File: src/rtl/cpu_core_pkg.sv
// Shared encodings for the accumulator-machine sequencer: ISA opcodes, ALU opcodes,
// SKIPCOND condition codes and the instruction-step state enum.
package cpu_core_pkg;

    localparam logic [3:0] OP_NOP      = 4'h0;
    localparam logic [3:0] OP_LOAD     = 4'h1;
    localparam logic [3:0] OP_STORE    = 4'h2;
    localparam logic [3:0] OP_ADD      = 4'h3;
    localparam logic [3:0] OP_SUB      = 4'h4;
    localparam logic [3:0] OP_HALT     = 4'h7;
    localparam logic [3:0] OP_SKIPCOND = 4'h8;
    localparam logic [3:0] OP_JUMP     = 4'h9;
    localparam logic [3:0] OP_CLEAR    = 4'hA;
    localparam logic [3:0] OP_AND      = 4'hB;
    localparam logic [3:0] OP_OR       = 4'hC;

    localparam logic [3:0] ALU_ADD = 4'b0000;
    localparam logic [3:0] ALU_SUB = 4'b0001;
    localparam logic [3:0] ALU_AND = 4'b1000;
    localparam logic [3:0] ALU_OR  = 4'b1001;

    localparam logic [1:0] SKIP_NEG   = 2'b00;
    localparam logic [1:0] SKIP_ZERO  = 2'b01;
    localparam logic [1:0] SKIP_POS   = 2'b10;
    localparam logic [1:0] SKIP_NEVER = 2'b11;

    typedef enum logic [3:0] {
        S_FETCH0,
        S_FETCH1,
        S_FETCH2,
        S_DECODE,
        S_MEM1,
        S_MEM2,
        S_EXEC,
        S_STORE,
        S_HALT
    } state_t;

    function automatic logic [3:0] alu_op_of(input logic [3:0] op);
        case (op)
            OP_SUB:  return ALU_SUB;
            OP_AND:  return ALU_AND;
            OP_OR:   return ALU_OR;
            default: return ALU_ADD;
        endcase
    endfunction

    function automatic logic is_legal(input logic [3:0] op);
        case (op)
            OP_NOP, OP_LOAD, OP_STORE, OP_ADD, OP_SUB, OP_HALT,
            OP_SKIPCOND, OP_JUMP, OP_CLEAR, OP_AND, OP_OR: return 1'b1;
            default: return 1'b0;
        endcase
    endfunction

endpackage

File: src/rtl/cpu_core_sequencer_skipcond_eval.sv
// SKIPCOND condition check: purely combinational, treats AC as signed.
module skipcond_eval
    import cpu_core_pkg::*;
(
    input  logic [15:0] ac,
    input  logic [1:0]  cond,
    output logic        skip
);

    always_comb begin
        skip = 1'b0;
        case (cond)
            SKIP_NEG:  skip = ac[15];
            SKIP_ZERO: skip = (ac == 16'h0000);
            SKIP_POS:  skip = !ac[15] && (ac != 16'h0000);
            default:   skip = 1'b0;
        endcase
    end

endmodule

File: src/rtl/cpu_core_sequencer.sv
// Multi-cycle fetch/decode/execute core (4/5/7 cycles per instruction); run stalls only at S_FETCH0.
// CPU_CORE_ILLEGAL_TRAP_EN: illegal opcodes trap to S_HALT with illegal_op set; otherwise they act as NOP.
module cpu_core_sequencer
    import cpu_core_pkg::*;
#(
    parameter logic [15:0] RESET_PC = 16'h0000
)
(
    input  logic        clock,
    input  logic        reset,
    input  logic        run,
    output logic [15:0] mem_addr,
    output logic [15:0] mem_wdata,
    output logic        mem_we,
    input  logic [15:0] mem_rdata,
    output logic [3:0]  alu_opcode,
    output logic [15:0] alu_op1,
    output logic [15:0] alu_op2,
    input  logic [15:0] alu_result,
    output logic [15:0] pc_out,
    output logic [15:0] ac_out,
    output logic [15:0] ir_out,
    output logic        instr_done,
    output logic        halted,
    output logic        illegal_op
);

    state_t      state, state_nxt;
    logic [15:0] pc, mar, mbr, ir, ac;
    logic [3:0]  opcode;
    logic        skip;
    logic        done_q;
    logic        halted_q;

    assign opcode = ir[15:12];

    skipcond_eval u_skip (
        .ac   (ac),
        .cond (ir[11:10]),
        .skip (skip)
    );

    assign mem_addr   = mar;
    assign mem_wdata  = ac;
    assign mem_we     = (state == S_STORE) && !reset;
    assign alu_opcode = alu_op_of(opcode);
    assign alu_op1    = ac;
    assign alu_op2    = mbr;
    assign pc_out     = pc;
    assign ac_out     = ac;
    assign ir_out     = ir;
    assign instr_done = done_q;
    assign halted     = halted_q;

`ifdef CPU_CORE_ILLEGAL_TRAP_EN
    logic illegal_q;
    assign illegal_op = illegal_q;
`else
    assign illegal_op = 1'b0;
`endif

    always_ff @(posedge clock) begin
        if (reset) state <= S_FETCH0;
        else       state <= state_nxt;
    end

    always_comb begin
        state_nxt = state;
        case (state)
            S_FETCH0: if (run) state_nxt = S_FETCH1;
            S_FETCH1: state_nxt = S_FETCH2;
            S_FETCH2: state_nxt = S_DECODE;
            S_DECODE: begin
                case (opcode)
                    OP_LOAD, OP_ADD, OP_SUB, OP_AND, OP_OR: state_nxt = S_MEM1;
                    OP_STORE:    state_nxt = S_STORE;
                    OP_SKIPCOND: state_nxt = S_EXEC;
                    OP_HALT:     state_nxt = S_HALT;
                    default: begin
`ifdef CPU_CORE_ILLEGAL_TRAP_EN
                        state_nxt = is_legal(opcode) ? S_FETCH0 : S_HALT;
`else
                        state_nxt = S_FETCH0;
`endif
                    end
                endcase
            end
            S_MEM1:  state_nxt = S_MEM2;
            S_MEM2:  state_nxt = S_EXEC;
            S_EXEC:  state_nxt = S_FETCH0;
            S_STORE: state_nxt = S_FETCH0;
            S_HALT:  state_nxt = S_HALT;
            default: state_nxt = S_FETCH0;
        endcase
    end

    always_ff @(posedge clock) begin
        if (reset) begin
            pc       <= RESET_PC;
            mar      <= 16'h0000;
            mbr      <= 16'h0000;
            ir       <= 16'h0000;
            ac       <= 16'h0000;
            done_q   <= 1'b0;
            halted_q <= 1'b0;
`ifdef CPU_CORE_ILLEGAL_TRAP_EN
            illegal_q <= 1'b0;
`endif
        end else begin
            done_q <= 1'b0;
            case (state)
                S_FETCH0: if (run) mar <= pc;
                S_FETCH2: begin
                    mbr <= mem_rdata;
                    ir  <= mem_rdata;
                    pc  <= pc + 16'h0001;
                end
                S_DECODE: begin
                    mar <= {4'b0000, ir[11:0]};
                    // Instructions that need no operand retire straight out of decode.
                    done_q <= (state_nxt == S_FETCH0) || (state_nxt == S_HALT);
                    if (state_nxt == S_HALT) halted_q <= 1'b1;
                    if (opcode == OP_JUMP)  pc <= {4'b0000, ir[11:0]};
                    if (opcode == OP_CLEAR) ac <= 16'h0000;
`ifdef CPU_CORE_ILLEGAL_TRAP_EN
                    if (!is_legal(opcode)) illegal_q <= 1'b1;
`endif
                end
                S_MEM2: mbr <= mem_rdata;
                S_EXEC: begin
                    done_q <= 1'b1;
                    case (opcode)
                        OP_LOAD:                        ac <= mbr;
                        OP_ADD, OP_SUB, OP_AND, OP_OR:  ac <= alu_result;
                        OP_SKIPCOND: if (skip)          pc <= pc + 16'h0001;
                        default: ;
                    endcase
                end
                S_STORE: begin
                    mbr    <= ac;
                    done_q <= 1'b1;
                end
                default: ;
            endcase
        end
    end

endmodule

File: config.mk
export PLATFORM = sky130hd
export DESIGN_NAME = cpu_core_sequencer
export DESIGN_NICKNAME = d
export VERILOG_FILES = /design/src/rtl/cpu_core_pkg.sv /design/src/rtl/cpu_core_sequencer_skipcond_eval.sv /design/src/rtl/cpu_core_sequencer.sv
export SDC_FILE = /design/constraint.sdc
export NUM_CORES = 1
export LEC_CHECK = 0
export CORE_AREA = 2 2 108 110
export CTS_BUF_LIST = sky130_fd_sc_hd__clkbuf_8 sky130_fd_sc_hd__clkbuf_16
export DETAILED_ROUTE_END_ITERATION = 16
export DIE_AREA = 0 0 110 112
export GPL_ROUTABILITY_DRIVEN = 0
export GPL_TIMING_DRIVEN = 0
export HOLD_SLACK_MARGIN = 0.15
export PLACE_DENSITY = 0.72
export SYNTH_ARGS = -nofsm -noshare
export SYNTH_HDL_FRONTEND = slang
export SYNTH_SLANG_ARGS = --single-unit
export TNS_END_PERCENT = 5
File: constraint.sdc
create_clock -name clock -period 2.2 [get_ports clock]
set_input_delay 0.33 -clock clock [delete_from_list [all_inputs] [get_ports clock]]
set_output_delay 0.33 -clock clock [all_outputs]
set_load 0.1 [all_outputs]
# Word-level counts from Yosys, hierarchy flattened
# Memory sizes are Yosys's and may differ from the RTL's. A register that Yosys moved wholly into a read port is not among the register bits.
# Index checks and enable logic that the tools add are counted.
# word_totals
register_bits	86
romBits	64
input_bits	35
out_inout_bits	120
word_cells	73
n_memories	1
# mem_list
memory	words	width	read_ports	rd_clocked_by_memory_dff	wr	line_no	source
(no name shown)	16	4	1	1	0	cpu_core_sequencer.sv:74	case (opcode)
# classes
addsub	1
n_eq_ne	25
muxes	17
reduce_logical	21
# ops
operator	n
case mux 16 bit (2 select lines)	4
two-way mux 16 bit	5
case mux 16 bit (3 select lines)	1
== test 4 bit, second input constant	7
case mux 4 bit (7 select lines)	1
== test 4 x 3 -> 1 bit, second input constant	5
adder 16 x 1 -> 16 bit, second input constant	1
zero test 16 bit	1
nonzero test 16 bit	1
== test 4 x 2 -> 1 bit, second input constant	3
two-way mux 4 bit	3
case mux 4 bit (3 select lines)	1
inequality test 2 bit, second input constant	5
== test 4 x 1 -> 1 bit, second input constant	2
zero test 4 bit	2
nonzero test 2 bit	3
AND reduction 2 bit	2
AND reduction 4 bit	1
OR reduction 2 bit	2
OR reduction 4 bit	1
inequality test 3 x 1 -> 1 bit, second input constant	1
case mux 1 bit (3 select lines)	1
AND reduction 3 bit	1
nonzero test 3 bit	1
7 further kinds	9

# Longest topological paths before layout
# depth
ltp_word	6
depth_mapped	9
mapped_depth_nobuf	8

# By module
# Synthesis repeated with hierarchy kept, for this count alone.
# hier_totals
hier_cells	516
area_unflattened_um2	4478.0
# modules_own_cells
module	n_inst	cells_each	area_each_um2	seq_area_each_um2
cpu_core_sequencer	1	506	4408.0	1801.7
skipcond_eval	1	10	70.1	0.0

# Worst setup path after synthesis
# Ideal clock, no wire load.
# synth_path
path_kind	reg-to-output
from	reg ir[14] (netlist: ir_out[14])
to	out alu_opcode[3]
t_arrival_ns	2.914
required_time_ns	1.870
path_slack_ns	-1.044
stages_incl_launch_ff	6
n_path_buf	2
path_cell_list	dfxtp_1 -> or3b_2 -> o21ai_0 -> buf_2 -> buf_2 -> and2_1
# synth_via
elab_chain_cells	2
elab_cells_between_ends	4
classes_between	eq/ne: 3; mux: 1
# synth_rtl
element	line_no	source
start, declared	cpu_core_sequencer.sv:29	logic [15:0] pc, mar, mbr, ir, ac;
start signal, assigned	cpu_core_sequencer.sv:115	ir <= mem_rdata;
== test 4 bit / == test 4 x 3 -> 1 bit (equally long branches)	cpu_core_pkg.sv:40	case (op)
case mux 4 bit (3 select lines) (*)	cpu_core_pkg.sv:40	
end, declared	cpu_core_sequencer.sv:16	output logic [3:0] alu_opcode,
# Mark *: on every way between the ends. The rest lies on a longest branch, timed or not.

# Worst setup path in the final report
# Same ends and word-level chain as after synthesis.

==> results.toml <==
[critical_path]
setup.worst_path.start_class = "flop"
worstPathRequired_ps = 1870
worst-path-buf-inv = 3
critPathSlowestCell = "sky130_fd_sc_hd__or3b_4"
path_max_fanout = 10
crit_top_cell = "sky130_fd_sc_hd__buf_12"
crit_chain = "or3b_4 -> o21ai_1 -> buf_4 -> buf_12 -> and2_4 -> buf_12"
timing_worst_setup_path_type = "reg -> out"
worst-endpoint-arrival_ps = 1880
crit_path_max_incr_delay_ps = 420
worstSetupEndpointType = "output pin"
worst_path_dominant_cell_family = "simple AND/OR/NAND/NOR gates"

[layout]
number_of_diodes_added_for_antenna_fixing = 0
final_cell_mix = "sky130_fd_sc_hd__nor2_1, sky130_fd_sc_hd__buf_4, sky130_fd_sc_hd__nand2_1, sky130_fd_sc_hd__dfxtp_1, sky130_fd_sc_hd__clkdlybuf4s50_1"
instances_no_fill = 884
layout-area-overhead-vs-synth_pct = 51.3
final_net_count = 775
drive_above_1_share_pct = 23.2
fin_area_sq_mm = 0.00682
final_core_utilization_pct = 61.0
nFillCells = 997
most_common_library_cell_in_the_layout_ignoring_fill_and_taps = "sky130_fd_sc_hd__nor2_1"

[clock_network]
clock_insertion_delay_worst_skew_ps = 340
clock_tree.buffer_depth = 2
clock_tree.root_cell = "sky130_fd_sc_hd__clkbuf_16"
tritoncts.num_buffers = 9
cts_tree = "built"
cts_hold_buffers = 0
numClockSinks = 90
clk_transition_reported_paths_ps = 70
clock_tree.htree_level_count = 3

[sta]
final-hold-violation-count = 0
timing.final.crit_share_pct = 100
skew_ps = 7.70
report.final.slew_viol_count = 0
timing.hold.ws_ps = 453
max_freq_ghz = 0.453
postLayoutSetupSlackWorst_ps = -6.51
worstMarginPinSlew_ps = 996
setup_violations = 1
period_needed_ps = 2210
rsz0062_at_grt = "yes"
max-slew-margin-rel_pct = 33.9

[placed_design]
place_ws_ps = -996
buffer_ports.inserted = 151
numPlacedInstances = 860
post_dp_cell_area_sq_mm = 0.00626
dpl.hpwl_mm = 11.4

[floorplanning]
std_cell_rows = 39
floorplan.io_pins = 155
floorplan.die.height_um = 112
fp.coreArea_sq_mm = 0.0112
start_util_pct = 40.3
dieWidth_um = 110
design.die.area_sq_mm = 0.0123

[grt]
grt_pass1_wl_mm = 23.8
global_route.overflow_total = 0
grt_max_degree = 16
track_usage_pct = 24.6
grt_pass1_vias = 4594
grt_antenna_before_repair = 0

[power]
pwr_density_cell_mw_per_mm2 = 655
max-vdd-ir-drop_mv = 0.456
total_leakage_power_uw = 0.00309

[route]
drt-total-wl_mm = 15.4
drt_pre_antenna_iters = 7
route.detailed.wl_per_inst_um = 17.4
drt_iter0_markers = 349
antenna_left = 0
routed_via_density = 5.38
remaining_drc_errors = 0
vias = 4755

[synth]
synthesis.area_sq_mm = 0.00451
prevailing_post_synth_register_cell = "sky130_fd_sc_hd__dfxtp_1"
synth_seq_area_share_pct = 40.0
netlist-cell-type-count = 56
avgSynthCellArea_sq_um = 7.99
count_of_mapped_cells_out_of_synthesis = 564
synth-async-reset-ratio_pct = 0
synth-edff-count = 0
ys_ff_latch = 90
ys_warn_count = 0

[worst_hold_path]
min-delay-path-class = "reg -> reg"

[run_status]
violations = "negative setup slack"
outcome = "finished with violations"

[job]
max_cap_viol_count = 0
stage by stage:
stage                     setup TNS [ps]  total power (uW)
after global placement             -8850              2720
final                              -6.51              4470
after global routing                -257              4610
after detailed placement          -10550              2740
after floorplan                     -134              2460
after CTS                           -194              4460
metal layers:
metal / up-vias / track usage, % / part of all wire, % / wire [um]
met5: - / 0 / 0 / 0
li1: 2282 / - / - / -
met1: 2221 / 32.1 / 42 / 6420
met2: 229 / 40.9 / 49 / 7540
met4: 0 / 8.10 / 1.8 / 280
met3: 23 / 4.27 / 7.3 / 1120
cell type report:
| cell class | instances | area, sq um | share of cell area, % |
|---|---|---|---|
| clock buffers | 9 | 225 | 3.30 |
| clock inverters | 7 | 111 | 1.63 |
| plain buffers | 70 | 467 | 6.84 |
| flip-flops and latches | 90 | 1860 | 27.2 |
| multi-input cells | 397 | 2450 | 35.9 |
| well taps | 143 | 179 | 2.62 |
| inverters | 8 | 30.0 | 0.440 |
| repair buffers | 160 | 1510 | 22.1 |
sequential cells by signal (all words and copies together) (netlist names), named ones only:
register and flops:
ir_out 16, state 4, halted 1, alu_op2 16, pc_out 16, mem_addr 16
instr_done 1, ac_out 16
worst paths after layout:
kind | slack, ps | start | end | cells after the start
max | -7 | ir_out[14] | alu_opcode[3] | 6
min | 450 | mem_addr[2] | mem_addr[2] | 2
max reg2reg | 20 | state[2] | pc_out[15] | 8
min reg2reg | 450 | mem_addr[2] | mem_addr[2] | 2
synthesized netlist by cell type (all sizes together), types with 2 or more instances:
| cell type | number | area share, % |
|---|---|---|
| nor2 | 97 | 8.1 |
| dfxtp | 90 | 40 |
| nand2 | 70 | 5.8 |
| buf | 44 | 6.8 |
| a21oi | 41 | 4.6 |
| mux2i | 37 | 8.2 |
| clkbuf | 27 | 2.2 |
| nor4 | 23 | 3.2 |
| nor3 | 13 | 1.4 |
| nand3 | 11 | 1.2 |
| a311oi | 9 | 1.7 |
| inv | 8 | 0.67 |
| nor2b | 8 | 1.1 |
| o21ai | 8 | 0.89 |
| nand2b | 7 | 0.97 |
| o31ai | 7 | 1.2 |
| or4 | 5 | 0.83 |
| ha | 4 | 1.1 |
| nand4 | 4 | 0.56 |
| o32ai | 4 | 0.78 |
| a22oi | 3 | 0.50 |
| and3 | 3 | 0.42 |
| nor4b | 3 | 1.1 |
| or2 | 3 | 0.42 |
| or3 | 3 | 0.42 |
| a21o | 2 | 0.33 |
| a31oi | 2 | 0.28 |
| nand3b | 2 | 0.33 |
| nor3b | 2 | 0.33 |
| o22ai | 2 | 0.42 |
| or3b | 2 | 0.39 |
cells by family after synthesis:
logic type | synth area share (%)
AO/OA/AOI/OAI | 13.3
buffers and inverters | 9.69
adder cells (fa/ha/maj) | 1.11
other | 0.0832
AND/OR/NAND/NOR | 27.4
multiplexers | 8.47
flip-flops | 40.0
where the power goes:
part           switching, uW  leakage (uW)  internal [uW]
sequential              73.7      0.000747           1690
combinational            692       0.00217            270
clock                    639      0.000172           1100
what timing repair did:
item                       CTS  global route
pin swaps                    3             7
buffers inserted             4             5
setup endpoints to repair  117            60
resized for setup          127            55
worst min-delay path, stage by stage (launching register included):
cell                      delay (ps)
sky130_fd_sc_hd__dfxtp_1         310
sky130_fd_sc_hd__nand2_1          50
sky130_fd_sc_hd__a21oi_1          50
(Power assumes the default switching activity.)
